### config.mk
export PLATFORM = sky130hd
export DESIGN_NAME = fetch_queue
export DESIGN_NICKNAME = d
export VERILOG_FILES = /design/src/rtl/fetch_queue.sv
export SDC_FILE = /design/constraint.sdc
export NUM_CORES = 1
export LEC_CHECK = 0
export CAP_MARGIN = 20
export CORE_MARGIN = 2
export CORE_UTILIZATION = 49
export CTS_CLUSTER_SIZE = 10
export DETAILED_ROUTE_END_ITERATION = 16
export GPL_ROUTABILITY_DRIVEN = 1
export HOLD_SLACK_MARGIN = 0.08
export PLACE_DENSITY = 0.75
export RECOVER_POWER = 25
export SETUP_SLACK_MARGIN = 0.05
export SLEW_MARGIN = 20
export SYNTH_ARGS = -nofsm -noshare
export SYNTH_HDL_FRONTEND = slang
export SYNTH_SLANG_ARGS = --single-unit
### constraint.sdc
create_clock -name clk -period 2.9 [get_ports clk]
set_clock_uncertainty 0.15 [all_clocks]
set_input_delay 0.435 -clock clk [delete_from_list [all_inputs] [get_ports clk]]
set_output_delay 0.435 -clock clk [all_outputs]
set_load 0.005 [all_outputs]
### src/rtl/fetch_queue.sv
// fetch_queue -- instruction prefetch queue between an instruction memory and a consumer.
//
// The fetch PC (fpc) drives the memory request. Each completed handshake pushes the
// fetched {pc, instruction} pair into a DEPTH-entry circular queue. The consumer
// drains the head whenever it is valid and not stalled. A redirect or an interrupt
// flushes the queue and restarts fetch. An interrupt wins over a redirect and records
// the resume address in epc.
//
// Optional feature: define FETCH_BYPASS_EN to forward a completing fetch straight to
// instr/pc4/valid in the same cycle when the queue is empty and the consumer is not
// stalled. The default build (macro undefined) always writes returned data into the
// queue, so valid rises one cycle after the handshake.
//
// Parameters:
//   DEPTH       queue entries, power of 2 in 2..16
//   RESET_PC    fetch address after reset
//   EXC_VECTOR  fetch address taken on an interrupt
//
// Ports:
//   clk          in   clock, rising edge
//   reset        in   asynchronous reset, active low
//   stall        in   consumer cannot accept an instruction this cycle
//   redirect     in   restart fetch at redirect_pc
//   redirect_pc  in   32-bit redirect target (word aligned)
//   irq          in   interrupt request
//   imem_req     out  fetch request valid
//   imem_addr    out  32-bit fetch address
//   imem_ready   in   memory accepts the request and returns data this cycle
//   imem_rdata   in   32-bit instruction word
//   valid        out  instr/pc4 hold a valid instruction
//   instr        out  32-bit head instruction
//   pc4          out  head instruction address + 4
//   epc          out  resume address captured on the last interrupt
module fetch_queue #(
    parameter int          DEPTH      = 4,
    parameter logic [31:0] RESET_PC   = 32'h0000_3000,
    parameter logic [31:0] EXC_VECTOR = 32'h0000_4180
) (
    input  logic        clk,
    input  logic        reset,
    input  logic        stall,
    input  logic        redirect,
    input  logic [31:0] redirect_pc,
    input  logic        irq,
    output logic        imem_req,
    output logic [31:0] imem_addr,
    input  logic        imem_ready,
    input  logic [31:0] imem_rdata,
    output logic        valid,
    output logic [31:0] instr,
    output logic [31:0] pc4,
    output logic [31:0] epc
);

    localparam int PW = $clog2(DEPTH);
    localparam int CW = PW + 1;

    logic [31:0]   fpc_q, fpc_d;
    logic [31:0]   epc_q, epc_d;
    logic [CW-1:0] count_q, count_d;
    logic [PW-1:0] rd_ptr_q, rd_ptr_d;
    logic [PW-1:0] wr_ptr_q, wr_ptr_d;

    logic [31:0]   pc_mem_q    [DEPTH];
    logic [31:0]   instr_mem_q [DEPTH];

    logic empty, full, handshake, bypass, push, pop;

    assign empty = (count_q == '0);
    assign full  = (count_q == CW'(DEPTH));

    // Gated by reset so no request is visible while the block is held in reset.
    assign imem_req  = reset && !full && !redirect && !irq;
    assign imem_addr = fpc_q;
    assign handshake = imem_req && imem_ready;

`ifdef FETCH_BYPASS_EN
    // Empty queue plus a consumer ready to take the word: hand it over directly.
    assign bypass = empty && handshake && !stall;
`else
    assign bypass = 1'b0;
`endif

    // A bypassed word is consumed on the spot and never occupies a queue slot.
    assign push = handshake && !bypass;
    assign pop  = !empty && !stall && !redirect && !irq;

    assign valid = !empty || bypass;
    assign instr = bypass ? imem_rdata : instr_mem_q[rd_ptr_q];
    assign pc4   = (bypass ? fpc_q : pc_mem_q[rd_ptr_q]) + 32'd4;
    assign epc   = epc_q;

    // Next-state: interrupt beats redirect, both beat normal fetch/drain.
    always_comb begin
        fpc_d    = fpc_q;
        epc_d    = epc_q;
        count_d  = count_q;
        rd_ptr_d = rd_ptr_q;
        wr_ptr_d = wr_ptr_q;
        if (irq) begin
            epc_d    = empty ? fpc_q : pc_mem_q[rd_ptr_q];
            fpc_d    = EXC_VECTOR;
            count_d  = '0;
            rd_ptr_d = wr_ptr_q;
        end else if (redirect) begin
            fpc_d    = redirect_pc;
            count_d  = '0;
            rd_ptr_d = wr_ptr_q;
        end else begin
            if (push) begin
                wr_ptr_d = wr_ptr_q + PW'(1);
                fpc_d    = fpc_q + 32'd4;
            end
            if (pop) begin
                rd_ptr_d = rd_ptr_q + PW'(1);
            end
            count_d = count_q + CW'(push) - CW'(pop);
        end
    end

    // Control state: asynchronous active-low reset.
    always_ff @(posedge clk or negedge reset) begin
        if (!reset) begin
            fpc_q    <= RESET_PC;
            epc_q    <= '0;
            count_q  <= '0;
            rd_ptr_q <= '0;
            wr_ptr_q <= '0;
        end else begin
            fpc_q    <= fpc_d;
            epc_q    <= epc_d;
            count_q  <= count_d;
            rd_ptr_q <= rd_ptr_d;
            wr_ptr_q <= wr_ptr_d;
        end
    end

    // Queue storage: data only, contents are qualified by count so no reset needed.
    always_ff @(posedge clk) begin
        if (push) begin
            pc_mem_q[wr_ptr_q]    <= fpc_q;
            instr_mem_q[wr_ptr_q] <= imem_rdata;
        end
    end

endmodule

Yosys cells after proc, flatten, opt, wreduce, memory -nomap -nowiden --
Memory sizes are Yosys's and may differ from the RTL's. Index checks and enable logic that the tools add are counted.
Storage, ports and cells: logic and storage cells 43, input bits 70, output and inout bits 130, bits in registers 71, bits in writable memories 256, memories 2
Memories:
- instr_mem_q | words 4, width 32, rd ports 1, clocked after memory_dff 0, write ports 1, line 65 | logic [31:0] instr_mem_q [DEPTH];
- pc_mem_q | words 4, width 32, rd ports 1, clocked after memory_dff 0, write ports 1, line 64 | logic [31:0] pc_mem_q [DEPTH];
Cells by class: bitwise logic cells 2, mux-type cells 11, add/subtract/negate cells 6, equal/unequal tests 1, reductions and logical operators 16
Operator list (number):
- 32-bit 2-to-1 mux | 4
- 32-bit by 3-bit adder with 32-bit output (second input constant) | 2
- 1-bit logical AND | 7
- 2-bit 2-to-1 mux | 3
- 3-bit 2-to-1 mux | 2
- 3-bit nonzero test | 2
- 1-bit logical NOT | 5
- 2-bit by 1-bit adder with 2-bit output (second input constant) | 2
- 3-bit by 1-bit adder with 3-bit output | 1
- 3-bit equality test (second input constant) | 1
- 3-bit logical NOT | 1
- 3-bit AND reduction | 1
- 3-bit by 1-bit subtractor with 3-bit output | 1
- 1-bit 2-to-1 mux | 2
- 1-bit NOT | 2

Logic depth before layout (Yosys ltp) --
depth after elaboration 10, depth in mapped cells 12

Least setup slack after synthesis --
OpenSTA, ideal clock, no wires.
path type flip-flop to flip-flop, start register count_q[2], end memory instr_mem_q[1][0] (enable), data arrival time 2.536 ns, cell stages (with the launch flop) 5, slack -0.215 ns, clock period less this slack 3.115 ns, cell sequence dfrtp_1 -> or3b_2 -> nand3_2 -> nor3_4 -> and2_1
On the way: longest elaborated chain between the ends 8
RTL lines:
- start, declared | line 60 | logic [CW-1:0] count_q, count_d;
- start signal, assigned | line 132 | count_q <= count_d;
- 3-bit equality test | line 70 | assign full = (count_q == CW'(DEPTH));
- 1-bit logical NOT | line 73 | assign imem_req = reset && !full && !redirect && !irq;
- 1-bit logical AND (3 in series) | line 73
- 1-bit logical AND | line 75 | assign handshake = imem_req && imem_ready;
- 1-bit 2-to-1 mux | line 140 | if (push) begin
- 1-bit 2-to-1 mux (implied by the code) | line 142 | instr_mem_q[wr_ptr_q] <= imem_rdata;
- end, declared | line 65
Every way passes these cells.

Worst setup path in the final report --
start register rd_ptr_q[0], end output port pc4[26]
On the way: longest elaborated chain between the ends 2
RTL lines:
- start, declared | line 61 | logic [PW-1:0] rd_ptr_q, rd_ptr_d;
- start signal, assigned | line 133 | rd_ptr_q <= rd_ptr_d;
- memory read 4 x 32 bit
- 32-bit by 3-bit adder with 32-bit output | line 90 | assign pc4 = (bypass ? fpc_q : pc_mem_q[rd_ptr_q]) + 32'd4;
- end, declared | line 51 | output logic [31:0] pc4,
Every way passes these cells.

==> flow_metrics.env <==
export IMPL_io_buffers=199
export IMPL_grt_overflow_total=0
export IMPL_cts_buffer_depth=3
export IMPL_slew_viol_final=0
export IMPL_r2r_end="imem_addr[29]$_DFFE_PN0P_"
export IMPL_netlist_area_um2=13750
export IMPL_grt_pass1_vias=8712
export IMPL_reg2reg_depth=5
export IMPL_clk_insertion_delay_late_ns=0.51
export IMPL_whs_ns=0.1291
export IMPL_place_gp_congestion=0.7935
export IMPL_wl_per_cell_um=21.79
export IMPL_htreeDepth=2
export IMPL_endpoint_kind="output port"
export IMPL_dp_hpwl_um=20610
export IMPL_ys_seq_elements=327
export IMPL_root_buffer="clkbuf_16"
export IMPL_cpPeakStageDelay_ns=0.53
export IMPL_hold_viol=0
export IMPL_area_delta_synth_final_pct=34.72
export IMPL_final_setup_viol_count=42
export IMPL_seq_area_frac_synth_pct=68.86
export IMPL_max_slew_margin_pct=38.87
export IMPL_finalCritPeriodShare_pct=115.7
export IMPL_viasPerCell=5.543
export IMPL_crit_chain="buf_8 > mux4_2 > nand4_4 > buf_12 > nor3_4 > buf_4 > buf_8 > nand3_2 > xnor2_1 > buf_2"
export IMPL_synthCells=817
export IMPL_yosysTopAreaCell="edfxtp_1"
export IMPL_fin_ws_ns=-0.4567
export IMPL_antenna_cells=0
export IMPL_cap_violations=0
export IMPL_cts_buffers=38
export IMPL_drive_gt1_share_pct=29.02
export IMPL_required_ns=2.32
export IMPL_grt_max_degree=89
export IMPL_whs_endpoint="count_q[1]$_DFF_PN0_"
export IMPL_row_count=61
export IMPL_power_density_nw_per_um2=761.0
export IMPL_r2r_start="imem_addr[13]$_DFFE_PN1P_"
export IMPL_yosysTopAreaCellShare_pct=55.92
export IMPL_die_w_um=171.5
export IMPL_vdd_drop_max_mv=0.4399
export IMPL_crit_type="reg2out"
export IMPL_first_iter_violations=775
export IMPL_dp_cells=1433
export IMPL_instances_no_fill=1553
export IMPL_regToRegSetupSlack_ns=0.20
export IMPL_synth_edf_count=256
export IMPL_start_util_pct=49.62
export IMPL_leakagePower_uw=0.006854
export IMPL_hp_start="irq"
export IMPL_min_period_ns=3.357
export IMPL_final_common_cell="edfxtp_1"
export IMPL_crit_arrival_ns=2.77
export IMPL_tightest_slew_ns=0.9170
export IMPL_synthTopCellsByArea="edfxtp_1 (56%), dfrtp_1 (13%), mux4_2 (8.4%)"
export IMPL_tritoncts="yes"
export IMPL_fin_tns_setup_ns=-9.822
export IMPL_grt_pass1_wl_um=51140
export IMPL_syn_avg_cell_area_um2=16.83
export IMPL_violations="setup timing"
export IMPL_grt_total_usage_pct=23.39
export IMPL_max_freq_mhz=297.9
export IMPL_synthArstFlopShare_pct=21.71
export IMPL_worstPathMaxFanout=5
export IMPL_cts_sinks=327
export IMPL_die_height_um=171.5
export IMPL_clk_pin_slew_ns=0.06
export IMPL_critPathSlowestCell="dfrtp_4"
export IMPL_vias=8609
export IMPL_worst_path_most_repeated_cell="buf_8"
export IMPL_outcome="finished, violations left"
export IMPL_drc=0
export IMPL_antenna_found_initial=0
export IMPL_wl_um=33840
export IMPL_firstDrtPassIters=5
export IMPL_nets=1224
export IMPL_min_delay_path_depth=2
export IMPL_drtAntennaViolNets=0
export IMPL_dieArea_um2=29410
export IMPL_rsz0062_at_grt="yes"
export IMPL_synth_cell_type_count=57
export IMPL_final_cell_mix="edfxtp_1 (256), clkdlybuf4s50_1 (101), buf_4 (74)"
export IMPL_synth_ff_type="edfxtp_1"
export IMPL_synth_warnings=0
export IMPL_core_um2=27710
export IMPL_ioPinCount=200
export IMPL_synth_nets=896
export IMPL_cp_start_kind="flip-flop"
export IMPL_hp_class="in2reg"
[state kept, by name (all words and copies together), names as in the netlist]
| signal | flops |
|---|---|
| epc | 32 |
| count_q | 3 |
| rd_ptr_q | 2 |
| imem_addr | 32 |
| wr_ptr_q | 2 |
| pc_mem_q | 128 |
| instr_mem_q | 128 |
[what timing repair did]
item,CTS,global route
pin swaps,37,28
setup endpoints to repair,65,60
gates resized for setup,272,64
cloned,3,1
hold buffers,1,0
endpoints found under the hold margin,69,0
setup buffers,30,23
[metrics by stage]
stage / power [µW] / worst slack (ns) / instance area (µm²) / utilization [%]
after floorplan: 7307 / 0.2321 / 13750 / -
after global placement: 9292 / -0.3035 / 16790 / 60.62
after detailed placement: 9325 / -0.3622 / 16790 / 60.62
after CTS: 13990 / -0.5184 / 18350 / 66.22
after global routing: 14700 / -0.6139 / 18520 / 66.85
final: 14100 / -0.4567 / 18520 / 66.85
[layout make-up]
type | instances | area, µm²
sequential | 327 | 9475
timing repair buffer | 331 | 3229
multi-input combinational | 426 | 4130
inverter | 21 | 78.83
fill | 1899 | 9184
clock buffer | 70 | 1135
tap | 378 | 473.0
[cells in the mapped netlist, drive strengths merged (20+ instances only)]
cell type	instances
inv	21
dfrtp	69
xnor2	46
a211oi	20
edfxtp	256
mux4	64
clkbuf	23
buf	20
mux2i	35
a21oi	37
nor2	70
[power breakdown]
| group | switching (µW) | internal (µW) |
|---|---|---|
| clock network | 1720 | 2620 |
| registers | 171 | 5290 |
| logic | 1830 | 2470 |
| total | 3720 | 10400 |
[per-layer routing]
layer	routed length, µm	global-route usage (%)	up-vias
met1	14030	31.21	4368
li1	-	-	3861
met5	0	0	-
met2	16990	38.83	331
met3	2055	4.510	49
met4	775	7.885	0
[critical path: cells and delay by family, from the launching register on]
family | cells | cell delay (ns)
simple gates | 3 | 0.46
mux | 1 | 0.38
buf+inv | 5 | 0.74
flops | 1 | 0.53
xor+xnor | 1 | 0.15
[cells by family (layout without fill, tap and decap cells)]
kind of cell	Yosys count	after routing	share of synthesized area (%)
adder cells (fa/ha/maj)	9	9	0.8737
AO/OA/AOI/OAI	76	76	3.495
multiplexers	99	99	13.39
flip-flops	327	327	68.86
XOR/XNOR	53	53	3.376
AND/OR/NAND/NOR	189	189	7.881
buffers and inverters	64	422	2.130
[how the worst max path moves through the flow]
stage,from,endpoint,cells past startpoint
floorplan,count_q[1]$_DFF_PN0_,count_q[2]$_DFF_PN0_,12
global placement,rd_ptr_q[0]$_DFFE_PN0P_,pc4[31],6
detailed placement,rd_ptr_q[0]$_DFFE_PN0P_,pc4[31],6
CTS,rd_ptr_q[0]$_DFFE_PN0P_,pc4[22],11
global route,rd_ptr_q[0]$_DFFE_PN0P_,pc4[16],10
finish,rd_ptr_q[0]$_DFFE_PN0P_,pc4[26],10
(Power assumes the default switching activity.)
